`config.mk`:
```
export PLATFORM = sky130hd
export DESIGN_NAME = uart_cmd_responder_flat
export DESIGN_NICKNAME = d
export VERILOG_FILES = /design/src/rtl/uart_cmd_responder_if.sv /design/src/rtl/uart_cmd_responder.sv /design/src/flat_wrapper.sv
export SDC_FILE = /design/constraint.sdc
export NUM_CORES = 1
export LEC_CHECK = 0
export CORE_ASPECT_RATIO = 0.8
export CORE_MARGIN = 1.5
export CORE_UTILIZATION = 50
export DETAILED_ROUTE_END_ITERATION = 8
export PLACE_DENSITY = 0.75
export SLEW_MARGIN = 0
export SYNTH_ARGS = -nofsm -noshare
export SYNTH_HDL_FRONTEND = slang
export SYNTH_SLANG_ARGS = --single-unit
```
`constraint.sdc`:
```
create_clock -name clk -period 2.7 [get_ports clk]
set_input_delay 0.54 -clock clk [delete_from_list [all_inputs] [get_ports clk]]
set_output_delay 0.54 -clock clk [all_outputs]
set_load 0.02 [all_outputs]
```
`src/rtl/uart_cmd_responder_if.sv`:
```
// Byte stream, UART TX request and register bus signals of the command responder.
interface uart_cmd_responder_if;
    logic       rx_ready;
    logic [7:0] rx_byte;
    logic [7:0] tx_byte;
    logic       tx_req;
    logic       tx_busy;
    logic [7:0] bus_addr;
    logic [7:0] bus_wdata;
    logic       bus_we;
    logic       bus_re;
    logic [7:0] bus_rdata;
    logic [7:0] err_count;

    // Responder side: consumes received bytes, drives TX requests and the register bus.
    modport slave (
        input  rx_ready, rx_byte, tx_busy, bus_rdata,
        output tx_byte, tx_req, bus_addr, bus_wdata, bus_we, bus_re, err_count
    );

    // Host/environment side: UART receiver, UART transmitter and register slave.
    modport master (
        output rx_ready, rx_byte, tx_busy, bus_rdata,
        input  tx_byte, tx_req, bus_addr, bus_wdata, bus_we, bus_re, err_count
    );
endinterface

```
`src/rtl/uart_cmd_responder.sv`:
```
// Decodes 'W' addr data / 'R' addr frames from the UART byte stream onto an
// 8-bit register bus and returns one reply byte per frame. An inter-byte
// timeout and a saturating error counter keep the link self-recovering.
module uart_cmd_responder #(
    parameter int unsigned clock_freq     = 100000000,
    parameter int unsigned timeout_cycles = clock_freq / 100
) (
    input  logic                 clk,
    input  logic                 reset,
    uart_cmd_responder_if.slave  io
);

    typedef enum logic [2:0] {
        IDLE, GET_ADDR, GET_DATA, WR, RD, RD_CAP, REPLY
    } state_t;

    localparam logic [7:0]  CMD_W        = 8'h57;
    localparam logic [7:0]  CMD_R        = 8'h52;
    localparam logic [7:0]  RSP_K        = 8'h4B;
    localparam logic [7:0]  RSP_Q        = 8'h3F;
    localparam logic [31:0] TIMEOUT_LAST = timeout_cycles - 32'd1;

    state_t      state, state_nxt;
    logic [7:0]  cmd, cmd_nxt;
    logic [7:0]  reply, reply_nxt;
    logic [31:0] cnt, cnt_nxt;
    logic [7:0]  addr_nxt, wdata_nxt, txb_nxt, err_nxt;
    logic        we_nxt, re_nxt, req_nxt;
    logic        in_frame, timeout, drop;

    function automatic logic [7:0] sat_inc(input logic [7:0] v);
        return (v == 8'hFF) ? v : v + 8'd1;
    endfunction

    // A byte arriving in the timeout cycle wins, so timeout requires no rx_ready.
    assign in_frame = (state == GET_ADDR) || (state == GET_DATA);
    assign timeout  = in_frame && !io.rx_ready && (cnt == TIMEOUT_LAST);
    assign drop     = io.rx_ready &&
                      ((state == WR) || (state == RD) || (state == RD_CAP) || (state == REPLY));

    // State and all registered outputs; reset aborts any frame in progress.
    always_ff @(posedge clk) begin
        if (reset) begin
            state        <= IDLE;
            cmd          <= '0;
            reply        <= '0;
            cnt          <= '0;
            io.tx_byte   <= '0;
            io.tx_req    <= 1'b0;
            io.bus_addr  <= '0;
            io.bus_wdata <= '0;
            io.bus_we    <= 1'b0;
            io.bus_re    <= 1'b0;
            io.err_count <= '0;
        end else begin
            state        <= state_nxt;
            cmd          <= cmd_nxt;
            reply        <= reply_nxt;
            cnt          <= cnt_nxt;
            io.tx_byte   <= txb_nxt;
            io.tx_req    <= req_nxt;
            io.bus_addr  <= addr_nxt;
            io.bus_wdata <= wdata_nxt;
            io.bus_we    <= we_nxt;
            io.bus_re    <= re_nxt;
            io.err_count <= err_nxt;
        end
    end

    // Frame sequencing: byte-driven transitions, fixed bus/reply steps, timeout abort.
    always_comb begin
        state_nxt = state;
        case (state)
            IDLE: begin
                if (io.rx_ready)
                    state_nxt = (io.rx_byte == CMD_W || io.rx_byte == CMD_R) ? GET_ADDR : REPLY;
            end
            GET_ADDR: begin
                if (io.rx_ready)   state_nxt = (cmd == CMD_W) ? GET_DATA : RD;
                else if (timeout)  state_nxt = IDLE;
            end
            GET_DATA: begin
                if (io.rx_ready)   state_nxt = WR;
                else if (timeout)  state_nxt = IDLE;
            end
            WR:      state_nxt = REPLY;
            RD:      state_nxt = RD_CAP;
            RD_CAP:  state_nxt = REPLY;
            REPLY:   if (!io.tx_busy) state_nxt = IDLE;
            default: state_nxt = IDLE;
        endcase
    end

    // Next values of the registered outputs, latches and the inter-byte counter.
    always_comb begin
        cmd_nxt   = cmd;
        reply_nxt = reply;
        cnt_nxt   = '0;
        addr_nxt  = io.bus_addr;
        wdata_nxt = io.bus_wdata;
        txb_nxt   = io.tx_byte;
        we_nxt    = 1'b0;
        re_nxt    = 1'b0;
        req_nxt   = 1'b0;
        err_nxt   = io.err_count;
        case (state)
            IDLE: begin
                if (io.rx_ready) begin
                    if (io.rx_byte == CMD_W || io.rx_byte == CMD_R) cmd_nxt = io.rx_byte;
                    else                                            reply_nxt = RSP_Q;
                end
            end
            GET_ADDR: begin
                if (io.rx_ready) begin
                    addr_nxt = io.rx_byte;
                    re_nxt   = (cmd != CMD_W);
                end else if (timeout) begin
                    err_nxt = sat_inc(io.err_count);
                end else begin
                    cnt_nxt = cnt + 32'd1;
                end
            end
            GET_DATA: begin
                if (io.rx_ready) begin
                    wdata_nxt = io.rx_byte;
                    we_nxt    = 1'b1;
                end else if (timeout) begin
                    err_nxt = sat_inc(io.err_count);
                end else begin
                    cnt_nxt = cnt + 32'd1;
                end
            end
            WR:     reply_nxt = RSP_K;
            RD_CAP: reply_nxt = io.bus_rdata;
            REPLY: begin
                if (!io.tx_busy) begin
                    req_nxt = 1'b1;
                    txb_nxt = reply;
                end
            end
            default: ;
        endcase
        if (drop) err_nxt = sat_inc(io.err_count);
    end

endmodule

```
`src/flat_wrapper.sv`:
```
// flat-port wrapper written by rule: the top's interface ports become plain ports
module uart_cmd_responder_flat 
#(
    parameter int unsigned clock_freq     = 100000000,
    parameter int unsigned timeout_cycles = clock_freq / 100
)
  (clk, reset, io_rx_ready, io_rx_byte, io_tx_busy, io_bus_rdata, io_tx_byte, io_tx_req, io_bus_addr, io_bus_wdata, io_bus_we, io_bus_re, io_err_count);
  uart_cmd_responder_if io_i ();
  input  logic clk;
  input  logic reset;
  input wire logic [$bits(io_i.rx_ready)-1:0] io_rx_ready;
  input wire logic [$bits(io_i.rx_byte)-1:0] io_rx_byte;
  input wire logic [$bits(io_i.tx_busy)-1:0] io_tx_busy;
  input wire logic [$bits(io_i.bus_rdata)-1:0] io_bus_rdata;
  output wire logic [$bits(io_i.tx_byte)-1:0] io_tx_byte;
  output wire logic [$bits(io_i.tx_req)-1:0] io_tx_req;
  output wire logic [$bits(io_i.bus_addr)-1:0] io_bus_addr;
  output wire logic [$bits(io_i.bus_wdata)-1:0] io_bus_wdata;
  output wire logic [$bits(io_i.bus_we)-1:0] io_bus_we;
  output wire logic [$bits(io_i.bus_re)-1:0] io_bus_re;
  output wire logic [$bits(io_i.err_count)-1:0] io_err_count;
  assign io_i.rx_ready = io_rx_ready;
  assign io_i.rx_byte = io_rx_byte;
  assign io_i.tx_busy = io_tx_busy;
  assign io_i.bus_rdata = io_bus_rdata;
  assign io_tx_byte = io_i.tx_byte;
  assign io_tx_req = io_i.tx_req;
  assign io_bus_addr = io_i.bus_addr;
  assign io_bus_wdata = io_i.bus_wdata;
  assign io_bus_we = io_i.bus_we;
  assign io_bus_re = io_i.bus_re;
  assign io_err_count = io_i.err_count;
  uart_cmd_responder #(.clock_freq(clock_freq), .timeout_cycles(timeout_cycles)) u_core (.clk(clk), .reset(reset), .io(io_i));
endmodule
```
Word-level counts from Yosys, hierarchy flattened
Index checks and enable logic that the tools add are counted.
Storage, ports and cells
  bits in registers: 86
  input bits: 20
  output and inout bits: 35
  word-level logic and storage cells: 79
Operators by class
  add/subtract/negate cells: 2
  equal/unequal tests: 16
  muxes and demuxes: 18
  bitwise gates (word level): 6
  reduce and logical (&&, ||, !) cells: 26
Operators with widths (count)
  8-bit 2-to-1 mux: 7
  32-bit by 1-bit adder with 32-bit output (second input constant): 1
  32-bit by 20-bit == test with 1-bit output (second input constant): 1
  8-bit by 7-bit == test with 1-bit output (second input constant): 3
  8-bit one-hot mux with 3 select lines: 1
  3-bit 2-to-1 mux: 7
  3-bit one-hot mux with 6 select lines: 1
  3-bit == test (second input constant): 3
  3-bit AND reduction: 3
  8-bit by 1-bit adder with 8-bit output (second input constant): 1
  8-bit == test (second input constant): 1
  8-bit by 7-bit inequality test with 1-bit output (second input constant): 1
  2-bit AND reduction: 4
  2-bit OR reduction: 4
  3-bit by 2-bit == test with 1-bit output (second input constant): 2
  2-bit inequality test (second input constant): 3
  1-bit inverter: 6
  1-bit logical OR: 5
  2-bit nonzero test: 2
  4-bit OR reduction: 1
  3-bit by 1-bit == test with 1-bit output (second input constant): 1
  1-bit logical AND: 3
  3-bit logical NOT: 1
  3-bit nonzero test: 1
  4 further kinds: 5

Logic depth before layout (Yosys ltp)
  word-level depth: 8
  depth in mapped cells: 7
  gate-level depth less buffers: 6

Worst setup path after synthesis
No wires, ideal clock.
  kind: reg2reg
  from: register u_core.cnt[0]
  to: register u_core.io.err_count[2]
  library setup time: 0.123 ns
  arrival time: 2.068 ns
  required time: 2.577 ns
  slack: 0.509 ns
  stages on the path, launching flop included: 8
  buffers on the path: 1
  period minus slack after synthesis: 2.191 ns
  cells stage by stage: dfxtp_1 ha_1 nand4_2 or2_0 or4_4 buf_6 a21boi_2 mux2_1
On the way
  word-level cells in the longest chain between the ends: 4
Ends and longest elaborated chain
  start, declared: line uart_cmd_responder.sv:26  | logic [31:0] cnt, cnt_nxt;
  start signal, assigned: line uart_cmd_responder.sv:59  | cnt <= cnt_nxt;
  32-bit by 20-bit == test with 1-bit output: line uart_cmd_responder.sv:37  | assign timeout = in_frame && !io.rx_ready && (cnt == TIMEOUT_LAST);
  1-bit logical AND: line uart_cmd_responder.sv:37
  2-bit nonzero test (no line)
  3-bit AND reduction (no line)
  end signal, assigned: line uart_cmd_responder.sv:66  | io.err_count <= err_nxt;
  end, declared: line uart_cmd_responder_if.sv:18  | output tx_byte, tx_req, bus_addr, bus_wdata, bus_we, bus_re, err_count
No other way between the ends.
A chain may end at the register's enable or synchronous reset.

Worst setup path after layout
  from: register u_core.cnt[0]
  to: register u_core.io.err_count[5]
The elaborated chain is that of the path after synthesis.

==> metrics.cfg <==
[pwr]
power.density_nw_per_um2 = 632
p_leak_nw = 1.50
peakVddDrop_uv = 315
finalPower_mw = 2.82

[cts]
cts_htree_levels = 3
cts_tree = done
cts-resized-gates = 0
numCtsBuffers = 9
cts_setup_buffers = 0
clk_pin_slew_ps = 80
postCtsHoldBufs = 0
clk_path_buf_depth = 2
clock_latency_ps = 350
cts_num_sinks = 86
cts_root_buf = clkbuf_8

[drt]
drc_errors = 1
ant_nets = 0
wirelength_mm = 7.92
vias = 3166
post_drt_wl_per_cell_um = 13.5
first_pass_iters = 7
drtIter0Drc = 157
viasPerCell = 5.39

[critical_path]
start_kind = flop
path_buf_inv = 0
cp_top_family = simple AND/OR/NAND/NOR gates
critPathArrivalTime_ps = 2610
crit_chain = ha_1, nand4_2, or2_0, or4_4, a21oi_2, mux2_1
cpPeakStageDelay_ps = 630
worstSetupPathType = flop to flop
critPathMaxFanout = 10
crit_path_end_kind = flop
cp.required_ps = 2950
critPathSlowestCell = or4_4

[synthesis]
ys_async_sr_fraction = 0
synth-seq-cells = 86
ys_seq_area_frac = 0.471
synth_fp_nets = 458
synth_flop_cell = dfxtp_1
synth_edf_count = 0
synth_cell_types = 46
yosys.area.top_type = dfxtp_1
syn_inst = 436
yosys_warnings = 0
synth_area_per_cell_um2 = 8.38
yosys-top-cells-area = dfxtp_1, nor2_1, nand2_1
synth_area_um2 = 3650
synth_top_area_share = 0.471

[sta]
tightest_slew_ps = 677
fmax_ghz = 0.423
slew_headroom = 0.545
fin_skew_ps = 4.34
period_needed_ps = 2360
hold_ws_ps = 457
min_period_over_period = 0.875
finalSetupViolCount = 0
hold_viol_final = 0
final.setup.tns_ps = 0
fin_ws_ps = 337
maxSlewViolCount = 0
rsz0062_at_grt = false

[flow_run]
maxCapViolCount = 0

[global_routing]
grt_first_pass_wirelength_mm = 13.7
met3_usage = 0.0552
grt_use_met2 = 0.337
grt_overflow_total = 0
busiest_layer = met2
grt_pass1_vias = 2998
antenna_found_initial = 0
grtUsageMet1 = 0.292
grt_max_degree = 33
grt_usage = 0.218

[run_status]
outcome = finished, violations left
failed_checks = DRC

[floorplanning]
dieArea_um2 = 7830
core_area_um2 = 6990
die_w_um = 98.6
core.rowCount = 27
initial_core_util = 0.523
die_h_um = 79.5
io_pins = 55

[finish]
fin_area_um2 = 4470
drive_above_1_share = 0.0760
final_cells = 587
diodes = 0
fin_util = 0.639
layout_commonest_cell = dfxtp_1
area_growth_pct = 22.2
final_cell_mix = dfxtp_1, nor2_1, nand2_1, clkdlybuf4s50_1, a21oi_1
fin_nets = 517

[worst_hold_path]
min-delay-path-class = flop to flop

[place]
numPortBuffers = 54
hpwl_mm = 5.57
place_area_um2 = 4300
gp_congestion = 0.825
pre_cts_ws_ps = 261
post-place-cells = 571

registers in the layout (all words and copies together), names as in the netlist:
| signal | count |
|---|---|
| u_core.cnt | 32 |
| u_core.cmd | 8 |
| u_core.io.bus_addr | 8 |
| u_core.io.bus_wdata | 8 |
| u_core.io.err_count | 8 |
| u_core.io.tx_byte | 8 |
| u_core.reply | 8 |
| u_core.state | 3 |
| u_core.io.bus_re | 1 |
| u_core.io.bus_we | 1 |
| u_core.io.tx_req | 1 |
where the power goes:
group / leakage, nW / switching, mW / internal (mW)
Clock: 0.0796 / 0.444 / 0.359
Combinational: 0.722 / 0.323 / 0.234
Sequential: 0.695 / 0.104 / 1.36
Total: 1.50 / 0.871 / 1.95
Yosys cell counts, types with 2 or more instances:
| master | number |
|---|---|
| dfxtp_1 | 86 |
| nor2_1 | 70 |
| nand2_1 | 65 |
| a21oi_1 | 36 |
| nand3_1 | 22 |
| xor2_1 | 19 |
| nand4_1 | 15 |
| xnor2_1 | 13 |
| nor2b_1 | 11 |
| clkbuf_1 | 9 |
| nor3_1 | 8 |
| and2_1 | 7 |
| inv_1 | 7 |
| mux2_1 | 6 |
| o21ai_0 | 6 |
| a21oi_2 | 5 |
| and3_1 | 5 |
| nor4_1 | 5 |
| buf_2 | 4 |
| a21boi_2 | 2 |
| a21o_1 | 2 |
| a31oi_1 | 2 |
| ha_1 | 2 |
| nand2b_1 | 2 |
| nor3b_1 | 2 |
| nor4b_1 | 2 |
| nor4bb_1 | 2 |
| o211ai_1 | 2 |
| or3_1 | 2 |
worst register-to-register path, cell delays in order, from the launching register on:
cell     delay (ps)
dfxtp_1         370
ha_1            230
nand4_2         210
or2_0           300
or4_4           630
a21oi_2         190
mux2_1          320
cell type report:
cell class / instances / area [µm²]
Sequential cell: 86 / 1720
Inverter: 7 / 26.3
Clock inverter: 3 / 20.0
Clock buffer: 13 / 149
Timing Repair Buffer: 63 / 603
Multi-Input combinational cell: 328 / 1840
Fill cell: 627 / 2530
Tap cell: 87 / 109
kinds of logic (layout without fill, tap and decap cells):
kind of cell / count (synthesis) / in the layout / share of synthesized area
muxes: 6 / 6 / 0.0185
AOI/OAI and AO/OA: 61 / 61 / 0.103
buffers and inverters: 22 / 86 / 0.0260
and+or+nand+nor: 227 / 227 / 0.298
DFF: 86 / 86 / 0.471
xor gates and xnor gates: 32 / 32 / 0.0767
adders and majority gates: 2 / 2 / 0.00685
worst paths after layout:
path | startpoint | endpoint | slack [ps] | cells past startpoint
worst max-delay path | u_core.cnt[0]$_SDFF_PP0_ | u_core.io.err_count[5]$_SDFFE_PP0P_ | 340 | 6
worst min-delay path | u_core.io.tx_byte[0]$_SDFFE_PP0P_ | u_core.io.tx_byte[0]$_SDFFE_PP0P_ | 460 | 2
worst max register to register | u_core.cnt[0]$_SDFF_PP0_ | u_core.io.err_count[5]$_SDFFE_PP0P_ | 340 | 6
worst min register to register | u_core.io.tx_byte[0]$_SDFFE_PP0P_ | u_core.io.tx_byte[0]$_SDFFE_PP0P_ | 460 | 2
metal layers:
metal,vias up,share of wire
li1,1602,-
met4,0,0.015
met2,73,0.45
met5,-,0
met1,1483,0.48
met3,8,0.052
(Power assumes the default switching activity.)
